==> src/rtl/transcription_pkg.sv <==
// Shared constants and types for the note transcription path:
// buffer geometry, FSM states and the FFT-bin note boundaries.
package transcription_pkg;

  localparam int NUM_SLOTS       = 160;
  localparam int NOTE_W          = 6;
  localparam int BIN_W           = 12;
  localparam int STABLE_FRAMES   = 3;
  localparam int FRAMES_PER_SLOT = 4;
  localparam int NUM_NOTES       = 37;

  typedef logic [NOTE_W-1:0] note_t;

  typedef enum logic [1:0] {IDLE, CLEAR, REC, FULL} state_t;

  // Lower bin edge of each semitone C3..C6 (quarter-tone below the pitch).
  localparam logic [BIN_W-1:0] NOTE_BIN_LO [1:NUM_NOTES] = '{
    12'd43,  12'd46,  12'd49,  12'd51,  12'd54,  12'd58,  12'd61,  12'd65,
    12'd69,  12'd73,  12'd77,  12'd82,  12'd87,  12'd92,  12'd97,  12'd103,
    12'd109, 12'd116, 12'd123, 12'd130, 12'd138, 12'd146, 12'd155, 12'd164,
    12'd174, 12'd184, 12'd195, 12'd207, 12'd219, 12'd232, 12'd246, 12'd261,
    12'd276, 12'd293, 12'd310, 12'd329, 12'd348
  };

  localparam logic [BIN_W-1:0] NOTE_BIN_MAX = 12'd369;

endpackage

==> src/rtl/bin_to_note.sv <==
// Registered lookup from an FFT peak bin to a note code (0 = rest),
// with the qualifying strobe delayed to stay aligned with the result.
module bin_to_note
  import transcription_pkg::*;
(
  input  logic             clk,
  input  logic             rst_n,
  input  logic             peak_valid,
  input  logic [BIN_W-1:0] peak,
  output note_t            raw_note,
  output logic             raw_valid
);

  logic [NUM_NOTES:1] above;
  note_t              note_calc;

  generate
    for (genvar gi = 1; gi <= NUM_NOTES; gi++) begin : g_cmp
      assign above[gi] = (peak >= NOTE_BIN_LO[gi]);
    end
  endgenerate

  // Edges are ascending, so the highest matching index equals the match count.
  always_comb begin
    note_calc = '0;
    for (int k = 1; k <= NUM_NOTES; k++) begin
      note_calc = note_calc + NOTE_W'(above[k]);
    end
    if (peak >= NOTE_BIN_MAX) begin
      note_calc = '0;
    end
  end

  always_ff @(posedge clk or negedge rst_n) begin
    if (!rst_n) begin
      raw_note  <= '0;
      raw_valid <= 1'b0;
    end else begin
      raw_valid <= peak_valid;
      if (peak_valid) begin
        raw_note <= note_calc;
      end
    end
  end

endmodule

==> src/rtl/transcription_controller.sv <==
// Record/clear/capture sequencer: debounces mapped notes across FFT frames
// and commits one held note per slot into the display note buffer.
module transcription_controller
  import transcription_pkg::*;
(
  input  logic                        clk_in,
  input  logic                        rst_n_in,
  input  logic                        record_in,
  input  logic                        peak_valid_in,
  input  logic [BIN_W-1:0]            peak_in,
  output logic [NUM_SLOTS*NOTE_W-1:0] notes_out,
  output logic [7:0]                  wr_ptr_out,
  output note_t                       cur_note_out,
  output logic                        recording_out,
  output logic                        clearing_out,
  output logic                        full_out
);

  localparam int CNT_W = $clog2(STABLE_FRAMES + 1);
  localparam int FC_W  = $clog2(FRAMES_PER_SLOT);
  localparam logic [CNT_W-1:0] STABLE_C  = CNT_W'(STABLE_FRAMES);
  localparam logic [FC_W-1:0]  FC_LAST   = FC_W'(FRAMES_PER_SLOT - 1);
  localparam logic [7:0]       LAST_SLOT = 8'(NUM_SLOTS - 1);

  state_t           state;
  logic             record_q;
  logic [7:0]       clr_ptr;
  logic [7:0]       wr_ptr;
  logic [FC_W-1:0]  frame_cnt;
  logic [CNT_W-1:0] cand_cnt;
  note_t            cand;
  note_t            cur_note;
  note_t            notes [NUM_SLOTS];

  note_t            raw_note;
  logic             raw_valid;
  logic             rec_edge;
  logic             commit;
  logic [CNT_W-1:0] cnt_next;
  note_t            held_next;

  bin_to_note u_bin_to_note (
    .clk        (clk_in),
    .rst_n      (rst_n_in),
    .peak_valid (peak_valid_in),
    .peak       (peak_in),
    .raw_note   (raw_note),
    .raw_valid  (raw_valid)
  );

  assign rec_edge = record_in & ~record_q;
  assign commit   = raw_valid && (state == REC) && (frame_cnt == FC_LAST);

  // Candidate is compared against the incoming note before it is replaced.
  always_comb begin
    cnt_next = CNT_W'(1);
    if (raw_note == cand) begin
      cnt_next = (cand_cnt == STABLE_C) ? cand_cnt : cand_cnt + CNT_W'(1);
    end
    held_next = (cnt_next == STABLE_C) ? raw_note : cur_note;
  end

  always_ff @(posedge clk_in or negedge rst_n_in) begin
    if (!rst_n_in) begin
      state         <= IDLE;
      record_q      <= 1'b0;
      clr_ptr       <= '0;
      wr_ptr        <= '0;
      frame_cnt     <= '0;
      cand_cnt      <= '0;
      cand          <= '0;
      cur_note      <= '0;
      recording_out <= 1'b0;
      clearing_out  <= 1'b0;
      full_out      <= 1'b0;
      for (int k = 0; k < NUM_SLOTS; k++) begin
        notes[k] <= '0;
      end
    end else begin
      record_q <= record_in;
      case (state)
        IDLE: begin
          if (rec_edge) begin
            state        <= CLEAR;
            clr_ptr      <= '0;
            clearing_out <= 1'b1;
          end
        end
        CLEAR: begin
          notes[clr_ptr] <= '0;
          if (clr_ptr == LAST_SLOT) begin
            state         <= REC;
            clr_ptr       <= '0;
            wr_ptr        <= '0;
            frame_cnt     <= '0;
            cur_note      <= '0;
            clearing_out  <= 1'b0;
            recording_out <= 1'b1;
          end else begin
            clr_ptr <= clr_ptr + 8'd1;
          end
        end
        REC: begin
          if (raw_valid) begin
            cand     <= raw_note;
            cand_cnt <= cnt_next;
            cur_note <= held_next;
            if (commit) begin
              notes[wr_ptr] <= held_next;
              wr_ptr        <= wr_ptr + 8'd1;
              frame_cnt     <= '0;
            end else begin
              frame_cnt <= frame_cnt + FC_W'(1);
            end
          end
          // A stop press wins over reaching the last slot.
          if (rec_edge) begin
            state         <= IDLE;
            recording_out <= 1'b0;
          end else if (commit && wr_ptr == LAST_SLOT) begin
            state         <= FULL;
            recording_out <= 1'b0;
            full_out      <= 1'b1;
          end
        end
        FULL: begin
          if (rec_edge) begin
            state        <= CLEAR;
            clr_ptr      <= '0;
            full_out     <= 1'b0;
            clearing_out <= 1'b1;
          end
        end
        default: state <= IDLE;
      endcase
    end
  end

  generate
    for (genvar gi = 0; gi < NUM_SLOTS; gi++) begin : g_pack
      assign notes_out[gi*NOTE_W +: NOTE_W] = notes[gi];
    end
  endgenerate

  assign wr_ptr_out   = wr_ptr;
  assign cur_note_out = cur_note;

endmodule

==> config.mk <==
export PLATFORM = sky130hd
export DESIGN_NAME = transcription_controller
export DESIGN_NICKNAME = d
export VERILOG_FILES = /design/src/rtl/transcription_pkg.sv /design/src/rtl/bin_to_note.sv /design/src/rtl/transcription_controller.sv
export SDC_FILE = /design/constraint.sdc
export NUM_CORES = 2
export LEC_CHECK = 0
export BUFFER_PORTS_ARGS = -buffer_cell sky130_fd_sc_hd__clkbuf_2
export CORE_AREA = 3 3 382 384
export CTS_BUF_LIST = sky130_fd_sc_hd__clkbuf_4 sky130_fd_sc_hd__clkbuf_8
export DETAILED_ROUTE_END_ITERATION = 10
export DIE_AREA = 0 0 385 387
export GPL_TIMING_DRIVEN = 0
export PLACE_DENSITY = 0.53
export SLEW_MARGIN = 20
export SYNTH_ARGS = -nofsm -noshare
export SYNTH_HDL_FRONTEND = slang
export SYNTH_SLANG_ARGS = --single-unit
==> constraint.sdc <==
create_clock -name clk_in -period 6.1 [get_ports clk_in]
set_clock_uncertainty 0.2 [all_clocks]
set_input_delay 0.61 -clock clk_in [delete_from_list [all_inputs] [get_ports clk_in]]
set_output_delay 0.61 -clock clk_in [all_outputs]
set_load 0.02 [all_outputs]
# [Word level (Yosys, flattened, before mapping)]
# Cells that the tools add are included.
# Widths: inputs -> output; s select.
[word_totals] regBits=1005 input_bits=16 out_inout_bits=977 word_cells=339
[classes] add_sub_neg=40 n_lt_le_gt_ge=42 eq_ne=17 muxes=42 bitwise=6 n_reduce_logical=19
[op_table] operator="$mux 960" n=2
[op_table] operator="$pmux 960 s2" n=1
[op_table] operator="$and 960x960->960" n=1
[op_table] operator="$bwmux 960" n=1
[op_table] operator="$not 960->960" n=1
[op_table] operator="$add 6x1->6" n=35
[op_table] operator="$ge 12x7->1 const B" n=12
[op_table] operator="$ge 12x8->1 const B" n=12
[op_table] operator="$demux 6 s8" n=2
[op_table] operator="$ge 12x6->1 const B" n=7
[op_table] operator="$ge 12x9->1 const B" n=7
[op_table] operator="$mux 8" n=5
[op_table] operator="$mux 6" n=6
[op_table] operator="$pmux 8 s2" n=2
[op_table] operator="$ge 9x9->1 const B" n=2
[op_table] operator="$lt 9x1->1 const B" n=2
[op_table] operator="$mux 2" n=9
[op_table] operator="$not 8->9" n=2
[op_table] operator="$add 8x1->8 const B" n=2
[op_table] operator="$eq 8x8->1 const B" n=2
[op_table] operator="$reduce_and 3->1" n=5
[op_table] operator="$pmux 6 s2" n=1
[op_table] operator="$eq 2x2->1 const B" n=5
[op_table] operator="$mux 1" n=8
[op_table] operator="other kinds (18)" n=34

# [Longest topological paths before layout]
[logic_depth] depth_word=38 mapped_depth=22 ltp_nobuf=21

# [Cells and area by module]
# From an unflattened synthesis, not the netlist that was laid out.
[hier_totals] cells_unflattened=4254 area_unflattened_um2=41289.6
[by_module_without_submodules] mod="transcription_controller" instances=1 cells_per_inst=4045 area_each_um2=39544.2 seq_area_each_um2=24974.0
[by_module_without_submodules] mod="bin_to_note" instances=1 cells_per_inst=209 area_each_um2=1745.4 seq_area_each_um2=175.2

# [Least setup slack after synthesis]
# OpenSTA, ideal clock, no wires.
[synth_timing] kind="in2reg" from="input peak_in[10]" to="register u_bin_to_note.raw_note[4]" setup_time_ps=133 arrival_time_ps=6133 t_required_ps=5767 path_slack_ps=-366 path_stages=18 path_buffers=1 cell_sequence="nor3_1 > nand2b_1 > clkbuf_1 > nor3_1 > o21ai_0 > ha_1 > fa_1 > fa_1 > fa_1 > fa_1 > fa_1 > fa_1 > ha_1 > fa_1 > a21o_1 > a21oi_1 > xnor2_1 > o22ai_1"
[synth_via] elab_chain_cells=38 elab_cells_between_ends=75 cone_classes="add/sub (36); order compare (38); mux (1)"
[synth_rtl] element="start: declaration" line="transcription_controller.sv:10" rtl="input logic [BIN_W-1:0] peak_in,"
[synth_rtl] element="$ge 12x6->1" line="bin_to_note.sv:19" rtl="assign above[gi] = (peak >= NOTE_BIN_LO[gi]);"
[synth_rtl] element="$add 1x1->2" line="bin_to_note.sv:27" rtl="note_calc = note_calc + NOTE_W'(above[k]);"
[synth_rtl] element="$add 6x1->6 (35 in series)" line="bin_to_note.sv:27"
[synth_rtl] element="$mux 6 (*)" line="bin_to_note.sv:29" rtl="if (peak >= NOTE_BIN_MAX) begin"
[synth_rtl] element="end signal: assignment" line="bin_to_note.sv:41" rtl="raw_note <= note_calc;"
[synth_rtl] element="end: declaration" line="bin_to_note.sv:10" rtl="output note_t raw_note,"
# Mark *: on every way between the ends. The rest lies on a longest branch, timed or not.
# A chain may end at the register's enable or synchronous reset.

# [Worst setup path in the final report]
[layout_timing] from="input peak_in[9]" to="register u_bin_to_note.raw_note[4]"
# The elaborated chain is that of the path after synthesis.

==> parameters.txt <==
Parameter                              Value

Routing
  Met2 WL post-DR ... slightly below 100 mm
  Detailed-route wire length per cell ... 32.56 um
  Detailed-route via count ... between 30k and 40k
  Vias per cell ... 5.417
  Detail Route met3 WL ... 18.45 mm
  Number of optimization iterations in the first detailed-route pass ... 7
  Antenna Nets Post-Route ... 0
  Metal1 wirelength ... 84.16 mm
  Total Wirelength ... 209.5 mm
  Post-route DRC violation count ... 0
  Iteration-0 DRC Markers ... 2,912
  Highest Signal Layer ... met5

Pwr
  Relative contribution of sequential cells to total power ... 0.407
  Static leakage ... 24.27 nW
  Total design power ... 16.70 mW
  Highest ir drop seen on vdd ... between 0.15 and 0.2 mV
  Logic pwr share ... 0.168
  Portion of total power attributed to the clock network ... 0.425
  Internal Power ... between 10 and 15 mW
  Power density relative to cell area ... 317.9 mW/mm^2
  Switching power ... 5.439 mW
  Switching share of total power ... 0.3258

Synthesis
  Count of synthesis-stage warnings from yosys ... 0
  Mapped cell area ... around 0.040 mm^2
  Syn Area/Cell ... between 10 and 15 um^2
  Number of storage elements in the synthesis netlist ... 1,005
  Count of different cell masters after synthesis ... 54
  EDFF count, synth ... 0
  Top_reg_cell synth ... sky130_fd_sc_hd__dfrtp_1
  Async SR Flop Fraction ... 1.000
  Sequential-to-total area share from yosys stat ... 0.6294
  Instance count of the mapped netlist ... 3,171
  Number of nets produced by synthesis ... 3,237

Final layout
  Fraction of the core area covered by cells at the end of the flow ... 0.3669
  Area growth, synth to finish ... 31.42%
  Proportion of layout cells with a drive suffix above 1 ... 0.3283
  Post-layout instance area ... 0.05251 mm^2
  Most frequent standard cell in the layout excluding fill and tap cells ... sky130_fd_sc_hd__dfrtp_1
  Commonest cells after routing, fill and taps aside ... sky130_fd_sc_hd__dfrtp_1 (1,005), sky130_fd_sc_hd__clkbuf_2 (991), sky130_fd_sc_hd__o2bb2ai_1 (847), sky130_fd_sc_hd__nand2_1 (381), sky130_fd_sc_hd__clkbuf_8 (235)
  Fill cell count ... approximately 14k
  Net total in the final layout ... around 4.4k

Global route
  Total overflow reported by the global router ... 0
  First-pass GRT wire length ... 287.3 mm
  Pin count of the biggest net entering global routing ... between 90 and 100
  Vias in the first global route ... 34.64k
  Number of antenna violations at the first check in global routing ... 12
  GR Util All Layers ... 0.2744

Floorplan
  Floorplan die height ... 387 um
  Core Area ... 0.1431 mm^2
  IO Count ... around 990
  Num rows ... around 140
  Initial core utilization ... 0.2792
  Die area ... 0.1490 mm^2
  Horizontal extent of the die ... between 300 and 400 um

Clock tree
  Total CTS buffers ... between 150 and 200
  Post-CTS clock slew at the launch and capture registers of the worst setup and hold paths ... roughly 70 ps
  Clock network latency to the later pin of the worst-skew pair ... 930 ps
  CTS H-tree lvls ... 4
  Clock sink total ... 1,005
  CTS tree ... done
  Clock buffer depth ... 3
  CTS root buffer ... sky130_fd_sc_hd__clkbuf_8

STA
  Total Neg Setup Slack ... 0 ps
  Fin. Hold Viols ... 0
  Post-Route Hold Slack ... between 100 and 150 ps
  Min cycle time layout ... 5875 ps
  Period utilization ... 0.9631
  RSZ-0062 raised after global routing ... yes
  Highest clock rate ... about 170 MHz
  Tightest slew margin relative to the limit ... 0.1576
  Setup-failing EPs final ... 0
  Pin slew with the least headroom to its limit ... 1261 ps
  Number of slew-limit violations in the final report ... 0

Worst setup path
  Flop-to-flop setup slack ... 1860 ps
  Required time of the worst setup path ... 6670 ps
  List of cells traversed by the critical path ... dlygate4sd3_1 -> clkbuf_2 -> nor3_4 -> nand2b_1 -> clkbuf_4 -> nor3_4 -> nand2_1 -> ha_1 -> fa_1 -> fa_1 -> fa_1 -> fa_1 -> fa_1 -> inv_1 -> fa_1 -> inv_1 -> fa_2 -> a21o_1 -> a21oi_2 -> xnor2_1 -> o22ai_1
  Worst endpoint data arrival time ... 6450 ps
  Worst path most repeated cell ... sky130_fd_sc_hd__fa_1
  Type of element capturing the critical path ... flip-flop
  CP max stage cell ... sky130_fd_sc_hd__fa_1
  Max stage delay on crit path ... approximately 540 ps
  Top cell family by delay on the critical path ... adder cells
  Crit Path Category ... primary input to flip-flop
  Largest fanout on the critical path ... 8
  Buffers & Inverters on Critical Path ... 5
  Category of the worst setup path launch point ... primary input

Status
  Status ... finished, final reports clean

Flow run
  Number of max-cap violations ... 0

Placement
  Port Buffers ... 989
  HPWL after DPL ... 154.3 mm
  Post-placement cell area ... 0.04831 mm^2
  Routability congestion estimate ... 0.8916

Worst hold path
  Hold Crit Class ... primary input to async pin
==> repair_timing <==
| item | CTS | global route |
|---|---|---|
| resized for setup | 0 | 9 |
| hold buffers | 6 | 0 |
| setup buffers | 0 | 3 |
| hold endpoints to repair | 265 | 0 |
| endpoints found under the setup margin | 0 | 3 |
==> final cells by class <==
type,instances,area (um^2),share of cell area
flip-flops and latches,1005,25150,0.4789
multi-input cells,1917,14020,0.2670
repair buffers,1031,5839,0.1112
clock buffers,284,3596,0.06848
well taps,1903,2381,0.04534
plain buffers,198,857.1,0.01632
clock inverters,42,467.9,0.008911
inverters,50,187.7,0.003574
diodes,5,12.51,0.0002383
==> cells by family (layout without fill, tap and decap cells) <==
family | after synthesis | count (layout) | share of synthesized area
compound gates | 1221 | 1221 | 0.2505
flops | 1005 | 1005 | 0.6294
mux | 13 | 13 | 0.003883
fa+ha+maj | 50 | 50 | 0.02110
buf+inv | 249 | 1605 | 0.02605
other cells | 0 | 5 | 0
xor+xnor | 14 | 14 | 0.003069
simple gates | 619 | 619 | 0.06604
==> cells in the mapped netlist, drive strengths merged (8+ instances only) <==
master,number,area share
dfrtp,1005,0.63
o2bb2ai,847,0.19
nand2,382,0.036
o22ai,164,0.026
clkbuf,123,0.012
a22o,114,0.025
nor2,85,0.0080
buf,76,0.0098
nand3,68,0.0085
inv,50,0.0047
o21ai,41,0.0051
fa,29,0.015
a21oi,21,0.0026
ha,21,0.0066
nor2b,17,0.0027
nor3,13,0.0016
nand4,12,0.0019
a31oi,8,0.0013
mux2i,8,0.0021
nand2b,8,0.0013
xor2,8,0.0018
==> tightest hold or removal path, delay by kind of cell <==
family / cells / cell delay [ps]
buf+inv: 3 / 1050
==> state kept, by name (all words and copies together), names as in the netlist <==
name	flops
cur_note_out	6
clr_ptr	8
full_out	1
wr_ptr_out	8
frame_cnt	2
u_bin_to_note.raw_valid	1
clearing_out	1
u_bin_to_note.raw_note	6
state	2
notes_out	960
record_q	1
cand_cnt	2
cand	6
recording_out	1
==> per-stage QoR <==
| stage | worst slack (ps) | cells |
|---|---|---|
| 2_1_floorplan | 17.83 | 3171 |
| 3_3_place_gp | -21060 | 6063 |
| 3_5_place_dp | -518.5 | 6096 |
| 4_1_cts | 99.41 | 6428 |
| 5_1_grt | -7.172 | 6432 |
| 6_report | 225.0 | 6435 |
==> worst paths after layout <==
check,to,start,depth (start not counted)
worst max-delay path,u_bin_to_note.raw_note[4],peak_in[9],21
worst min-delay path,notes_out[324],rst_n_in,3
worst max register to register,notes_out[60],state[0],9
worst min register to register,frame_cnt[1],frame_cnt[1],2
max in group asynchronous,notes_out[138],rst_n_in,6
min in group clk_in,frame_cnt[1],frame_cnt[1],2
==> per-layer routing <==
layer / track usage / vias to the layer above
met5: 0 / -
met4: 0.1058 / 6
met3: 0.08842 / 380
met2: 0.4420 / 1681
met1: 0.3413 / 18170
li1: - / 14624
==> power by group through the flow <==
stage / clock (mW) / combinational [mW] / sequential [mW]
after detailed placement: 0 / 2.75 / 6.92
after floorplan: 0 / 1.34 / 6.92
final: 7.09 / 2.81 / 6.80
after CTS: 7.22 / 2.76 / 6.80
after global routing: 7.54 / 2.97 / 6.80
after global placement: 0 / 2.68 / 6.93
(Power assumes the default switching activity.)
